===== src/rtl/sigcomp_pkg.sv =====
// Shared types and constants for the y-vector signature compactor.
// Holds the FSM state encoding, MISR defaults and slice-count helper.
`timescale 1ns/1ps
package sigcomp_pkg;

    typedef enum logic [1:0] {
        ST_IDLE,
        ST_RUN,
        ST_CHECK,
        ST_DONE
    } state_e;

    localparam logic [31:0] DEF_POLY = 32'h04C11DB7;
    localparam logic [31:0] DEF_SEED = 32'hFFFF_FFFF;

    // Number of SIG_WIDTH slices needed to cover a y vector.
    function automatic int nchunk(input int yw, input int sw);
        return (yw + sw - 1) / sw;
    endfunction

endpackage


===== src/rtl/y_fold_xor.sv =====
// Combinational fold of a wide vector into one signature-width word.
// The vector is zero-padded to whole slices, then all slices are XORed.
`timescale 1ns/1ps
module y_fold_xor
    import sigcomp_pkg::*;
#(
    parameter int unsigned Y_WIDTH   = 421,
    parameter int unsigned SIG_WIDTH = 32
) (
    input  logic [Y_WIDTH-1:0]   y_i,
    output logic [SIG_WIDTH-1:0] fold_o
);

    localparam int NCH  = nchunk(Y_WIDTH, SIG_WIDTH);
    localparam int NPAD = NCH * SIG_WIDTH;

    logic [NPAD-1:0] ypad;

    assign ypad = NPAD'(y_i);

    // XOR-reduce every slice; the top slice carries the zero padding.
    always_comb begin
        fold_o = '0;
        for (int i = 0; i < NCH; i++) begin
            fold_o = fold_o ^ ypad[i*SIG_WIDTH +: SIG_WIDTH];
        end
    end

endmodule


===== src/rtl/y_signature_compactor.sv =====
// Compresses a stream of y samples into a MISR signature and, after a
// fixed sample count, compares it against a golden value.
`timescale 1ns/1ps
module y_signature_compactor
    import sigcomp_pkg::*;
#(
    parameter int unsigned          Y_WIDTH   = 421,
    parameter int unsigned          SIG_WIDTH = 32,
    parameter logic [SIG_WIDTH-1:0] POLY      = DEF_POLY,
    parameter logic [SIG_WIDTH-1:0] SEED      = DEF_SEED,
    parameter int unsigned          SAMPLES   = 21,
    parameter int unsigned          CNT_W     = 16
) (
    input  logic                 clk,
    input  logic                 rst_n,
    input  logic                 start,
    input  logic                 y_valid,
    input  logic [Y_WIDTH-1:0]   y,
    input  logic [SIG_WIDTH-1:0] expected_sig,
    output logic                 busy,
    output logic                 done,
    output logic                 match,
    output logic [SIG_WIDTH-1:0] signature,
    output logic [CNT_W-1:0]     sample_count
);

    localparam logic [CNT_W-1:0] LAST_CNT = CNT_W'(SAMPLES);
    localparam logic [CNT_W-1:0] CNT_MAX  = '1;

    if ((SAMPLES < 1) ||
        (longint'(SAMPLES) >= (64'd1 << CNT_W))) begin : g_bad_samples
        $error("SAMPLES must be in 1 .. 2**CNT_W-1");
    end

    state_e               state_q, state_d;
    logic [SIG_WIDTH-1:0] sig_q, sig_d;
    logic [CNT_W-1:0]     cnt_q, cnt_d;
    logic                 done_q, done_d;
    logic                 match_q, match_d;

    logic [SIG_WIDTH-1:0] fold;
    logic [SIG_WIDTH-1:0] sig_next;
    logic [CNT_W-1:0]     cnt_inc;

    y_fold_xor #(
        .Y_WIDTH  (Y_WIDTH),
        .SIG_WIDTH(SIG_WIDTH)
    ) u_fold (
        .y_i   (y),
        .fold_o(fold)
    );

    // One MISR shift with polynomial feedback and the folded sample.
    always_comb begin
        sig_next = {sig_q[SIG_WIDTH-2:0], 1'b0}
                 ^ (sig_q[SIG_WIDTH-1] ? POLY : '0)
                 ^ fold;
    end

    // Saturating increment of the accepted-sample counter.
    always_comb begin
        cnt_inc = (cnt_q == CNT_MAX) ? cnt_q : cnt_q + CNT_W'(1);
    end

    // Next-state logic; start overrides every state, including a
    // coincident y_valid, so that sample is dropped.
    always_comb begin
        state_d = state_q;
        sig_d   = sig_q;
        cnt_d   = cnt_q;
        done_d  = done_q;
        match_d = match_q;
        if (start) begin
            state_d = ST_RUN;
            sig_d   = SEED;
            cnt_d   = '0;
            done_d  = 1'b0;
            match_d = 1'b0;
        end else begin
            case (state_q)
                ST_RUN: begin
                    if (y_valid) begin
                        sig_d = sig_next;
                        cnt_d = cnt_inc;
                        if (cnt_inc == LAST_CNT) begin
                            state_d = ST_CHECK;
                        end
                    end
                end
                ST_CHECK: begin
                    match_d = (sig_q == expected_sig);
                    done_d  = 1'b1;
                    state_d = ST_DONE;
                end
                default: begin
                    state_d = state_q;
                end
            endcase
        end
    end

    // State and datapath registers; reset drops any run in progress.
    always_ff @(posedge clk or negedge rst_n) begin
        if (!rst_n) begin
            state_q <= ST_IDLE;
            sig_q   <= SEED;
            cnt_q   <= '0;
            done_q  <= 1'b0;
            match_q <= 1'b0;
        end else begin
            state_q <= state_d;
            sig_q   <= sig_d;
            cnt_q   <= cnt_d;
            done_q  <= done_d;
            match_q <= match_d;
        end
    end

    assign busy         = (state_q == ST_RUN) || (state_q == ST_CHECK);
    assign done         = done_q;
    assign match        = match_q;
    assign signature    = sig_q;
    assign sample_count = cnt_q;

endmodule


===== config.mk =====
export PLATFORM = sky130hd
export DESIGN_NAME = y_signature_compactor
export DESIGN_NICKNAME = d
export VERILOG_FILES = /design/src/rtl/sigcomp_pkg.sv /design/src/rtl/y_fold_xor.sv /design/src/rtl/y_signature_compactor.sv
export SDC_FILE = /design/constraint.sdc
export NUM_CORES = 1
export LEC_CHECK = 0
export CAP_MARGIN = 40
export CELL_PAD_IN_SITES_DETAIL_PLACEMENT = 1
export CELL_PAD_IN_SITES_GLOBAL_PLACEMENT = 2
export CORE_AREA = 4 4 196 198
export CTS_CLUSTER_DIAMETER = 150
export DETAILED_ROUTE_END_ITERATION = 8
export DIE_AREA = 0 0 200 202
export PLACE_DENSITY_LB_ADDON = 0.25
export SYNTH_ARGS = -nofsm -noshare
export SYNTH_HDL_FRONTEND = slang
export SYNTH_SLANG_ARGS = --single-unit
export TNS_END_PERCENT = 30

===== constraint.sdc =====
create_clock -name clk -period 4.55 [get_ports clk]
set_input_delay 0.6825 -clock clk [delete_from_list [all_inputs] [get_ports clk]]
set_output_delay 0.6825 -clock clk [all_outputs]
set_load 0.02 [all_outputs]

==> results of run 1 <==
placed cells by master, fill, tap and decap left out, types with 3 or more instances in the layout:
| cell | instances |
|---|---|
| nand3_1 | 5 |
| xnor2_1 | 386 |
| clkdlybuf4s50_1 | 505 |
| nand4_1 | 9 |
| nand2_1 | 15 |
| o21ai_0 | 3 |
| nor3_1 | 9 |
| dfrtp_1 | 20 |
| nor4_1 | 6 |
| and3_1 | 5 |
| dfstp_2 | 32 |
| a21oi_1 | 4 |
| inv_1 | 6 |
| ha_1 | 3 |
| a211o_1 | 32 |
| a211oi_1 | 4 |
| xor2_1 | 92 |
| nor2_1 | 59 |
| clkbuf_16 | 5 |
critical path, delay by kind of cell:
family / cells / cell delay [ps]
buf+inv: 1 / 550
simple gates: 3 / 740
xor+xnor: 1 / 150
compound gates: 1 / 760
logic make-up after synthesis:
logic type | count (synthesis) | share of synthesized area [%]
xor gates and xnor gates | 478 | 61.4
and+or+nand+nor | 127 | 9.57
AOI/OAI and AO/OA | 54 | 6.76
DFF | 52 | 19.7
buffers and inverters | 25 | 1.54
muxes | 3 | 0.459
adders and majority gates | 3 | 0.551
power by group through the flow:
stage | Combinational [mW] | Clock (mW) | Sequential, mW
3_5_place_dp | 2.27 | 0 | 0.770
5_1_grt | 2.42 | 0.450 | 0.780
6_report | 2.22 | 0.405 | 0.755
3_3_place_gp | 2.26 | 0 | 0.767
4_1_cts | 2.28 | 0.433 | 0.764
2_1_floorplan | 1.31 | 0 | 0.796
per-layer routing:
layer,up-vias,part of all wire (%),track usage [%]
li1,3384,-,-
met1,3207,35,16.4
met2,215,57,31.7
met3,24,7.6,4.88
met4,10,0.84,1.60
met5,-,0.15,0
registers in the layout, summed over array words and instances (netlist names):
| signal | cells |
|---|---|
| done | 1 |
| match | 1 |
| state_q | 2 |
| signature | 32 |
| sample_count | 16 |
synth_stat cells (4+ instances only):
library cell    n
nand4_1         9
dfrtp_1        20
a211o_1        32
xor2_1         92
xnor2_1       386
a211oi_1        4
nor3_1          9
nand3_1         5
dfstp_2        32
clkbuf_1       11
inv_1           6
nor4_1          6
nor2_1         59
nand2_1        16
a21oi_1         4
and3_1          5
stage by stage:
stage / utilization (%) / worst slack, ps / area (um^2)
after floorplan: - / 2250 / 6810
after global placement: 34.0 / 1510 / 12400
after detailed placement: 34.0 / 1450 / 12400
after CTS: 34.4 / 1760 / 12500
after global routing: 34.4 / 1590 / 12600
final: 34.4 / 1820 / 12600
area by class of cell:
cell class / instances / area (um^2) / share of cell area [%]
well taps: 468 / 586 / 4.67
clock inverters: 3 / 25.0 / 0.199
flip-flops and latches: 52 / 1340 / 10.7
inverters: 6 / 22.5 / 0.179
multi-input cells: 665 / 5380 / 42.8
diodes: 1 / 2.50 / 0.0199
repair buffers: 508 / 5070 / 40.4
clock buffers: 5 / 125 / 0.997
worst max-delay path by stage:
stage                                startpoint                     endpoint  slack, ps
finish                                  y_valid  sample_count[5]$_DFFE_PN0P_       1820
global route                            y_valid  sample_count[5]$_DFFE_PN0P_       1590
CTS                                     y_valid  sample_count[5]$_DFFE_PN0P_       1760
global placement                        y_valid  sample_count[5]$_DFFE_PN0P_       1510
detailed placement                      y_valid  sample_count[5]$_DFFE_PN0P_       1450
floorplan           sample_count[3]$_DFFE_PN0P_       state_q[1]$_DFFE_PN0P_       2250
==> impl_metrics.csv, run 1 <==
group,metric,value,unit
placement,io_buffers,507,
timing,slew_headroom,49.6,%
floorplan,die_h,202,um
clock_network,cts.sinks,52,
detailed_routing,drcViolationCount,0,
detailed_routing,drt_wl_total,33.7,mm
floorplan,fp.coreArea,36500,um^2
clock_network,ctsRootBufferMaster,"clkbuf_16",
global_route,grt_pass1_wl,47.5,mm
power,comb_power_share,65.7,%
yosys,yosysSeqAreaShare,19.7,%
yosys,synth_top_area_cell,"xnor2_1",
clock_network,clkSlewWorstSetupHoldPaths,80,ps
worst_setup_path,crit_path_end_kind,"flip-flop",
detailed_routing,drtIter0Drc,149,
power,finalPower,3.38,mW
timing,fin_setup_tns,0,ps
timing,finalMaxSlewViolations,0,
timing,fin_skew,11.1,ps
worst_setup_path,path_cells,"clkdlybuf4s50_1, nand2_4, a21oi_1, nor3b_1, xnor2_1, nor2_1",
worst_setup_path,crit_arrival,2890,ps
global_route,antenna_found_initial,7,
floorplan,die-width,200,um
finish,fillers,4169,
clock_network,numCtsBuffers,5,
outcome,status,"finished, final reports clean",
clock_network,cts_setup_buffers,0,
timing,setup_viol,0,
worst_setup_path,cpPeakStageDelay,760,ps
finish,nets,1698,
yosys,ys.warnings.count,0,
floorplan,num_rows,70,
power,p_leak,4.25,nW
yosys,synth_nets,1202,
worst_setup_path,r2r_cells,7,
finish,area_growth,84.2,%
yosys,syn_area_per_cell,9.18,um^2
power,powerDensity,269,nW/um^2
yosys,synthTopCellsByArea,"xnor2_1 50%, dfstp_2 12%, xor2_1 12%",
power,vdd_ir_drop_max,0.108,mV
clock_network,cts_resized,0,
global_route,grt_usage,15.9,%
yosys,synthesis.area,6810,um^2
detailed_routing,route.antenna.remaining_nets,0,
detailed_routing,wl_per_cell,19.7,um
power,swShare,38.0,%
run,drv_cap,0,
clock_network,htreeDepth,2,
yosys,synth_seq_cells,52,
power,power_frac_seq,22.4,%
worst_setup_path,worst_r2r_endpoint,"sample_count[5]$_DFFE_PN0P_",
clock_network,ctsHoldBuffers,0,
worst_setup_path,regToRegStartpoint,"state_q[1]$_DFFE_PN0P_",
yosys,async_reset_ff_share,100,%
clock_network,clk_path_buf_depth,2,
worst_setup_path,critPathMaxFanout,68,
timing,fin_crit_sh,59.9,%
placement,dp_hpwl,30.5,mm
floorplan,fp.dieArea,40400,um^2
worst_setup_path,rrSetupSlack,1990,ps
timing,whs,420,ps
timing,fmax,367,MHz
power,clock_power_share,12.0,%
clock_network,clock_latency,300,ps
timing,fin_crit,2730,ps
floorplan,start_util,18.7,%
finish,stdcell_count,1708,
placement,dp_cells,1699,
power,p_switching,1.28,mW
clock_network,cts_tree,"done",
worst_setup_path,worstSetupStartpointType,"primary input",
worst_setup_path,crit_type,"primary input to flip-flop",
detailed_routing,firstDrtPassIters,4,
worst_setup_path,required,4720,ps
global_route,grt.overflow.total,0,
floorplan,ioPinCount,508,
worst_setup_path,slowest_stage,"a21oi_1",
yosys,syn-instance-count,742,
yosys,synthDistinctLibCells,46,
placement,gp_congestion,0.799,
power,p_int,2.10,mW
min_path,hold_class,"primary input to asynchronous set/reset pin",
finish,drive_above_1_share,4.28,%
yosys,synth_edf_count,0,
timing,grt_setup_unrepaired,"false",
yosys,yosysTopAreaCellShare,49.6,%
detailed_routing,vias,6840,
global_route,grt_max_degree,69,
timing,hold_viol_final,0,
detailed_routing,routed_via_density,4.00,
global_route,grt_pass1_vias,7531,
yosys,synth_ff_type,"dfstp_2",
timing,worstMarginPinSlew,756,ps
Power figures use the tool's default switching activity.
==> run 2: changes to the inputs <==
--- a/config.mk
+++ b/config.mk
@@ -8,10 +8,10 @@
 export CAP_MARGIN = 40
 export CELL_PAD_IN_SITES_DETAIL_PLACEMENT = 1
 export CELL_PAD_IN_SITES_GLOBAL_PLACEMENT = 2
-export CORE_AREA = 4 4 196 198
+export CORE_MARGIN = 4
+export CORE_UTILIZATION = 18
 export CTS_CLUSTER_DIAMETER = 150
 export DETAILED_ROUTE_END_ITERATION = 8
-export DIE_AREA = 0 0 200 202
 export PLACE_DENSITY_LB_ADDON = 0.25
 export SYNTH_ARGS = -nofsm -noshare
 export SYNTH_HDL_FRONTEND = slang
==> constraint.sdc (replaced) <==
create_clock -name clk -period 2.82 [get_ports clk]
set_input_delay 0.423 -clock clk [delete_from_list [all_inputs] [get_ports clk]]
set_output_delay 0.423 -clock clk [all_outputs]
set_load 0.02 [all_outputs]
==> run 2 against run 1 <==
Effect of this change: cell area is 1.2% higher; sequential power rose by 59%; clock skew increased by 3.7 ps; setup slack lost 1400 ps; clock-buffer cell count stayed put; critical path depth unchanged; cell count rose by 2.9%; die area rose by 1.6%; sequential share of layout area decreased by 0.13 points; register-to-register slack worse by 1600 ps; highest routed layer unchanged.
==> impl_metrics.csv, run 2 (synthesis results as in run 1) <==
group,metric,value,unit
finish,layout_commonest_cell,"clkdlybuf4s50_1",
floorplan,ioPinCount,508,
detailed_routing,drcViolationCount,0,
timing,fin_crit,2400,ps
finish,fillers,4386,
timing,finalMaxSlewViolations,0,
worst_setup_path,required,3040,ps
clock_network,numCtsBuffers,5,
detailed_routing,drt_wl_total,33.6,mm
global_route,grt.overflow.total,0,
global_route,grt_usage,15.7,%
floorplan,die-width,203,um
finish,final_cell_mix,"505 x clkdlybuf4s50_1, 386 x xnor2_1, 92 x xor2_1",
clock_network,cts.sinks,52,
detailed_routing,wl_per_cell,19.1,um
worst_setup_path,worst_r2r_endpoint,"state_q[1]$_DFFE_PN0P_",
power,swShare,36.8,%
clock_network,htreeDepth,2,
worst_setup_path,rrSetupSlack,420,ps
timing,fin_setup_tns,0,ps
finish,seq_area,1340,um^2
worst_setup_path,regToRegStartpoint,"sample_count[3]$_DFFE_PN0P_",
clock_network,cts_tree,"done",
power,finalPower,5.65,mW
clock_network,clk_path_buf_depth,2,
placement,dpl_cell_area,12500,um^2
power,powerDensity,445,nW/um^2
finish,multi_input_area,5380,um^2
placement,io_buffers,507,
detailed_routing,vias,6934,
clock_network,cts_resized,0,
worst_setup_path,critPathMaxFanout,8,
worst_setup_path,worstSetupStartpointType,"flip-flop",
finish,post-route-util,33.9,%
detailed_routing,firstDrtPassIters,4,
global_route,grt_max_degree,53,
floorplan,fp.coreArea,37500,um^2
worst_setup_path,slowest_stage,"dfrtp_1",
worst_setup_path,cp_top_family,"compound AO/OA/AOI/OAI gates",
global_route,antenna_found_initial,6,
power,vdd_ir_drop_max,0.203,mV
floorplan,start_util,18.2,%
clock_network,clock_latency,310,ps
global_route,grt_pass1_wl,48.1,mm
detailed_routing,drtIter0Drc,206,
timing,fin_crit_sh,85.1,%
detailed_routing,route.antenna.remaining_nets,0,
run,drv_cap,0,
power,p_switching,2.08,mW
worst_setup_path,r2r_cells,6,
power,p_leak,4.30,nW
timing,whs,164,ps
global_route,grt_pass1_vias,7672,
clock_network,ctsHoldBuffers,0,
min_path,hold_class,"primary input to asynchronous set/reset pin",
clock_network,clkSlewWorstSetupHoldPaths,90,ps
timing,fmax,417,MHz
power,comb_power_share,63.9,%
clock_network,ctsRootBufferMaster,"clkbuf_16",
finish,drive_above_1_share,4.82,%
power,clock_power_share,14.9,%
timing,worstMarginPinSlew,733,ps
worst_setup_path,path_cells,"nand3_2, nor4_1, mux2_1, a2111oi_4, o2111ai_2, a211oi_2",
placement,gp_congestion,0.816,
worst_setup_path,crit_arrival,2620,ps
finish,final_area,12700,um^2
worst_setup_path,cpPeakStageDelay,520,ps
worst_setup_path,crit_type,"flip-flop to flip-flop",
placement,dp_hpwl,30.6,mm
floorplan,num_rows,71,
outcome,status,"finished, final reports clean",
timing,fin_skew,14.8,ps
power,p_int,3.57,mW
power,power_frac_seq,21.2,%
worst_setup_path,crit_path_end_kind,"flip-flop",
worst_setup_path,cp_num_buf_inv,0,
detailed_routing,routed_via_density,3.94,
finish,area_growth,86.4,%
timing,grt_setup_unrepaired,"false",
timing,hold_viol_final,0,
floorplan,fp.dieArea,41000,um^2
finish,largest_reg_flops,32,
clock_network,cts_setup_buffers,0,
timing,setup_viol,0,
floorplan,die_h,203,um
timing,slew_headroom,51.1,%
finish,nets,1705,
[run 2: cell types whose count changed in the layout (fill, tap and decap cells not counted), sizes merged]
| cell | change |
|---|---|
| clkinvlp | -1 |
| bufinv | +2 |
| inv | -1 |
| buf | +7 |
[run 2: area by class of cell]
| cell class | instances | area share, % |
|---|---|---|
| Multi-Input combinational cell | 665 | 42.3 |
| Timing Repair Buffer | 515 | 40.4 |
| Sequential cell | 52 | 10.6 |
| Tap cell | 511 | 5.03 |
| Clock buffer | 5 | 0.985 |
| Clock inverter | 3 | 0.542 |
| Inverter | 6 | 0.177 |
| Antenna cell | 1 | 0.0197 |
[run 2: per-stage QoR]
step	setup slack, ps	cells
floorplan	523	742
global placement	525	1749
detailed placement	432	1749
CTS	411	1757
global route	211	1758
finish	421	1758
[run 2: metal layers]
metal	part of all wire [%]	GRT usage, %	vias up
li1	-	-	3394
met3	6.5	4.55	26
met4	1.0	2.16	10
met5	0.19	0	-
met2	57	31.5	212
met1	35	16.5	3292
[run 2: worst max-delay path by stage]
| stage | end | depth (start not counted) | slack (ps) | from |
|---|---|---|---|---|
| 4_1_cts | state_q[1]$_DFFE_PN0P_ | 6 | 410 | sample_count[3]$_DFFE_PN0P_ |
| 3_3_place_gp | state_q[1]$_DFFE_PN0P_ | 6 | 520 | sample_count[3]$_DFFE_PN0P_ |
| 5_1_grt | state_q[1]$_DFFE_PN0P_ | 6 | 210 | sample_count[3]$_DFFE_PN0P_ |
| 2_1_floorplan | state_q[1]$_DFFE_PN0P_ | 7 | 520 | sample_count[3]$_DFFE_PN0P_ |
| 3_5_place_dp | state_q[1]$_DFFE_PN0P_ | 6 | 430 | sample_count[3]$_DFFE_PN0P_ |
| 6_report | state_q[1]$_DFFE_PN0P_ | 6 | 420 | sample_count[3]$_DFFE_PN0P_ |
[run 2: power groups by stage]
stage	clock (mW)	combinational, mW	sequential, mW
2_1_floorplan	0	2.11	1.28
3_3_place_gp	0	3.68	1.22
3_5_place_dp	0	3.70	1.22
4_1_cts	0.878	3.72	1.21
5_1_grt	0.914	3.93	1.24
6_report	0.841	3.61	1.20
[run 2: worst reg2reg max path: cells and delay by family (launching register included)]
| family | cells | cell delay (ps) |
|---|---|---|
| multiplexers | 1 | 400 |
| flip-flops | 1 | 520 |
| AO/OA/AOI/OAI | 3 | 760 |
| AND/OR/NAND/NOR | 2 | 630 |
==> run 3: changes to the inputs <==
--- a/config.mk
+++ b/config.mk
@@ -8,7 +8,7 @@
 export CAP_MARGIN = 40
 export CELL_PAD_IN_SITES_DETAIL_PLACEMENT = 1
 export CELL_PAD_IN_SITES_GLOBAL_PLACEMENT = 2
-export CORE_MARGIN = 4
+export CORE_MARGIN = 8
 export CORE_UTILIZATION = 18
 export CTS_CLUSTER_DIAMETER = 150
 export DETAILED_ROUTE_END_ITERATION = 8
==> run 3 against run 2 <==
Effect of this change: total power down 1.8%; sequential power about the same; clock-buffer cell count up 1; sequential cell count unchanged.
==> impl_metrics.csv, run 3 (synthesis results as in run 1) <==
group,metric,value,unit
outcome,status,"finished, final reports clean",
worst_setup_path,crit_arrival,2600,ps
finish,largest_reg_flops,32,
floorplan,num_rows,71,
worst_setup_path,crit_path_end_kind,"flip-flop",
finish,drive_above_1_share,4.66,%
clock_network,ctsHoldBuffers,0,
placement,io_buffers,507,
timing,fin_setup_tns,0,ps
power,p_leak,4.29,nW
global_route,antenna_found_initial,9,
detailed_routing,drt_wl_total,35.8,mm
finish,layout_commonest_cell,"clkdlybuf4s50_1",
floorplan,die_h,211,um
placement,dp_hpwl,32.9,mm
timing,slew_headroom,50.8,%
worst_setup_path,critPathMaxFanout,8,
global_route,grt_max_degree,53,
floorplan,fp.dieArea,44300,um^2
clock_network,clock_latency,310,ps
clock_network,clk_path_buf_depth,2,
power,vdd_ir_drop_max,0.218,mV
global_route,grt_usage,15.4,%
worst_setup_path,crit_type,"flip-flop to flip-flop",
power,powerDensity,438,nW/um^2
clock_network,numCtsBuffers,5,
timing,setup_viol,0,
detailed_routing,drtIter0Drc,190,
timing,fin_crit_sh,84.4,%
floorplan,ioPinCount,508,
timing,grt_setup_unrepaired,"false",
detailed_routing,route.antenna.remaining_nets,0,
global_route,grt.overflow.total,0,
clock_network,ctsRootBufferMaster,"clkbuf_16",
clock_network,cts_resized,0,
clock_network,cts.sinks,52,
floorplan,die-width,211,um
worst_setup_path,rrSetupSlack,440,ps
finish,final_cell_mix,"505 x clkdlybuf4s50_1, 386 x xnor2_1, 92 x xor2_1",
min_path,hold_class,"primary input to asynchronous set/reset pin",
timing,fin_crit,2380,ps
run,drv_cap,0,
finish,post-route-util,33.8,%
clock_network,clkSlewWorstSetupHoldPaths,80,ps
global_route,grt_pass1_vias,7763,
timing,fin_skew,9.18,ps
placement,place_ws,422,ps
timing,setup_ws,440,ps
power,finalPower,5.55,mW
detailed_routing,routed_via_density,3.95,
placement,gp_congestion,0.811,
finish,fillers,4357,
timing,finalMaxSlewViolations,0,
clock_network,htreeDepth,2,
detailed_routing,wl_per_cell,20.4,um
detailed_routing,vias,6946,
worst_setup_path,regToRegStartpoint,"sample_count[3]$_DFFE_PN0P_",
clock_network,cts_setup_buffers,0,
worst_setup_path,worstSetupStartpointType,"flip-flop",
worst_setup_path,r2r_cells,6,
finish,area_growth,85.9,%
timing,worstMarginPinSlew,738,ps
timing,fmax,420,MHz
finish,nets,1704,
worst_setup_path,startpoint,"sample_count[3]$_DFFE_PN0P_",
detailed_routing,firstDrtPassIters,4,
floorplan,fp.coreArea,37500,um^2
clock_network,cts_tree,"done",
global_route,grt_pass1_wl,50.4,mm
timing,hold_viol_final,0,
worst_setup_path,worst_r2r_endpoint,"state_q[1]$_DFFE_PN0P_",
worst_setup_path,required,3040,ps
floorplan,start_util,18.2,%
detailed_routing,drcViolationCount,0,
run 3: cell types whose count changed in the layout (fill, tap and decap cells not counted):
cell / previous run / this run
clkinv_2: 0 / 1
buf_4: 9 / 8
bufinv_16: 2 / 1
clkbuf_1: 0 / 1
inv_6: 1 / 0
run 3: critical path: stages, from the launching register on:
cell	delay, ps
dfrtp_1	510
nand3_2	250
nor4_1	340
mux2_1	390
a2111oi_4	340
o2111ai_2	210
a211oi_2	250
run 3: routing by layer:
metal  GRT usage (%)  part of all wire (%)  vias up
met2            29.6                    55      237
met3            5.29                   7.4       40
met1            16.0                    36     3257
met5               0                  0.27        -
li1                -                     -     3396
met4            2.85                   1.7       16
run 3: worst max path at each step:
stage | end | slack [ps] | cells after the start
global route | state_q[1]$_DFFE_PN0P_ | 290 | 6
detailed placement | state_q[1]$_DFFE_PN0P_ | 420 | 6
floorplan | state_q[1]$_DFFE_PN0P_ | 520 | 7
global placement | state_q[1]$_DFFE_PN0P_ | 440 | 6
finish | state_q[1]$_DFFE_PN0P_ | 440 | 6
CTS | signature[31] | 380 | 1
run 3: final cells by class:
cell class / count / area [um^2] / area share (%)
multi-input cells: 665 / 5380 / 42.4
repair buffers: 514 / 5120 / 40.4
flip-flops and latches: 52 / 1340 / 10.6
well taps: 511 / 639 / 5.05
clock buffers: 6 / 129 / 1.02
clock inverters: 2 / 35.0 / 0.277
inverters: 6 / 22.5 / 0.178
diodes: 1 / 2.50 / 0.0198
run 3: power breakdown:
group | leakage, nW | internal [mW] | switching [mW]
Clock | 0.0808 | 0.420 | 0.315
Sequential | 0.610 | 0.965 | 0.245
Combinational | 3.60 | 2.09 | 1.52
Total | 4.29 | 3.47 | 2.08
run 3: through the flow:
step,area (um^2),std cells,hold slack (ps)
global route,12700,1757,232
detailed placement,12500,1748,477
CTS,12700,1756,210
floorplan,6810,742,127
global placement,12500,1748,468
finish,12700,1757,181
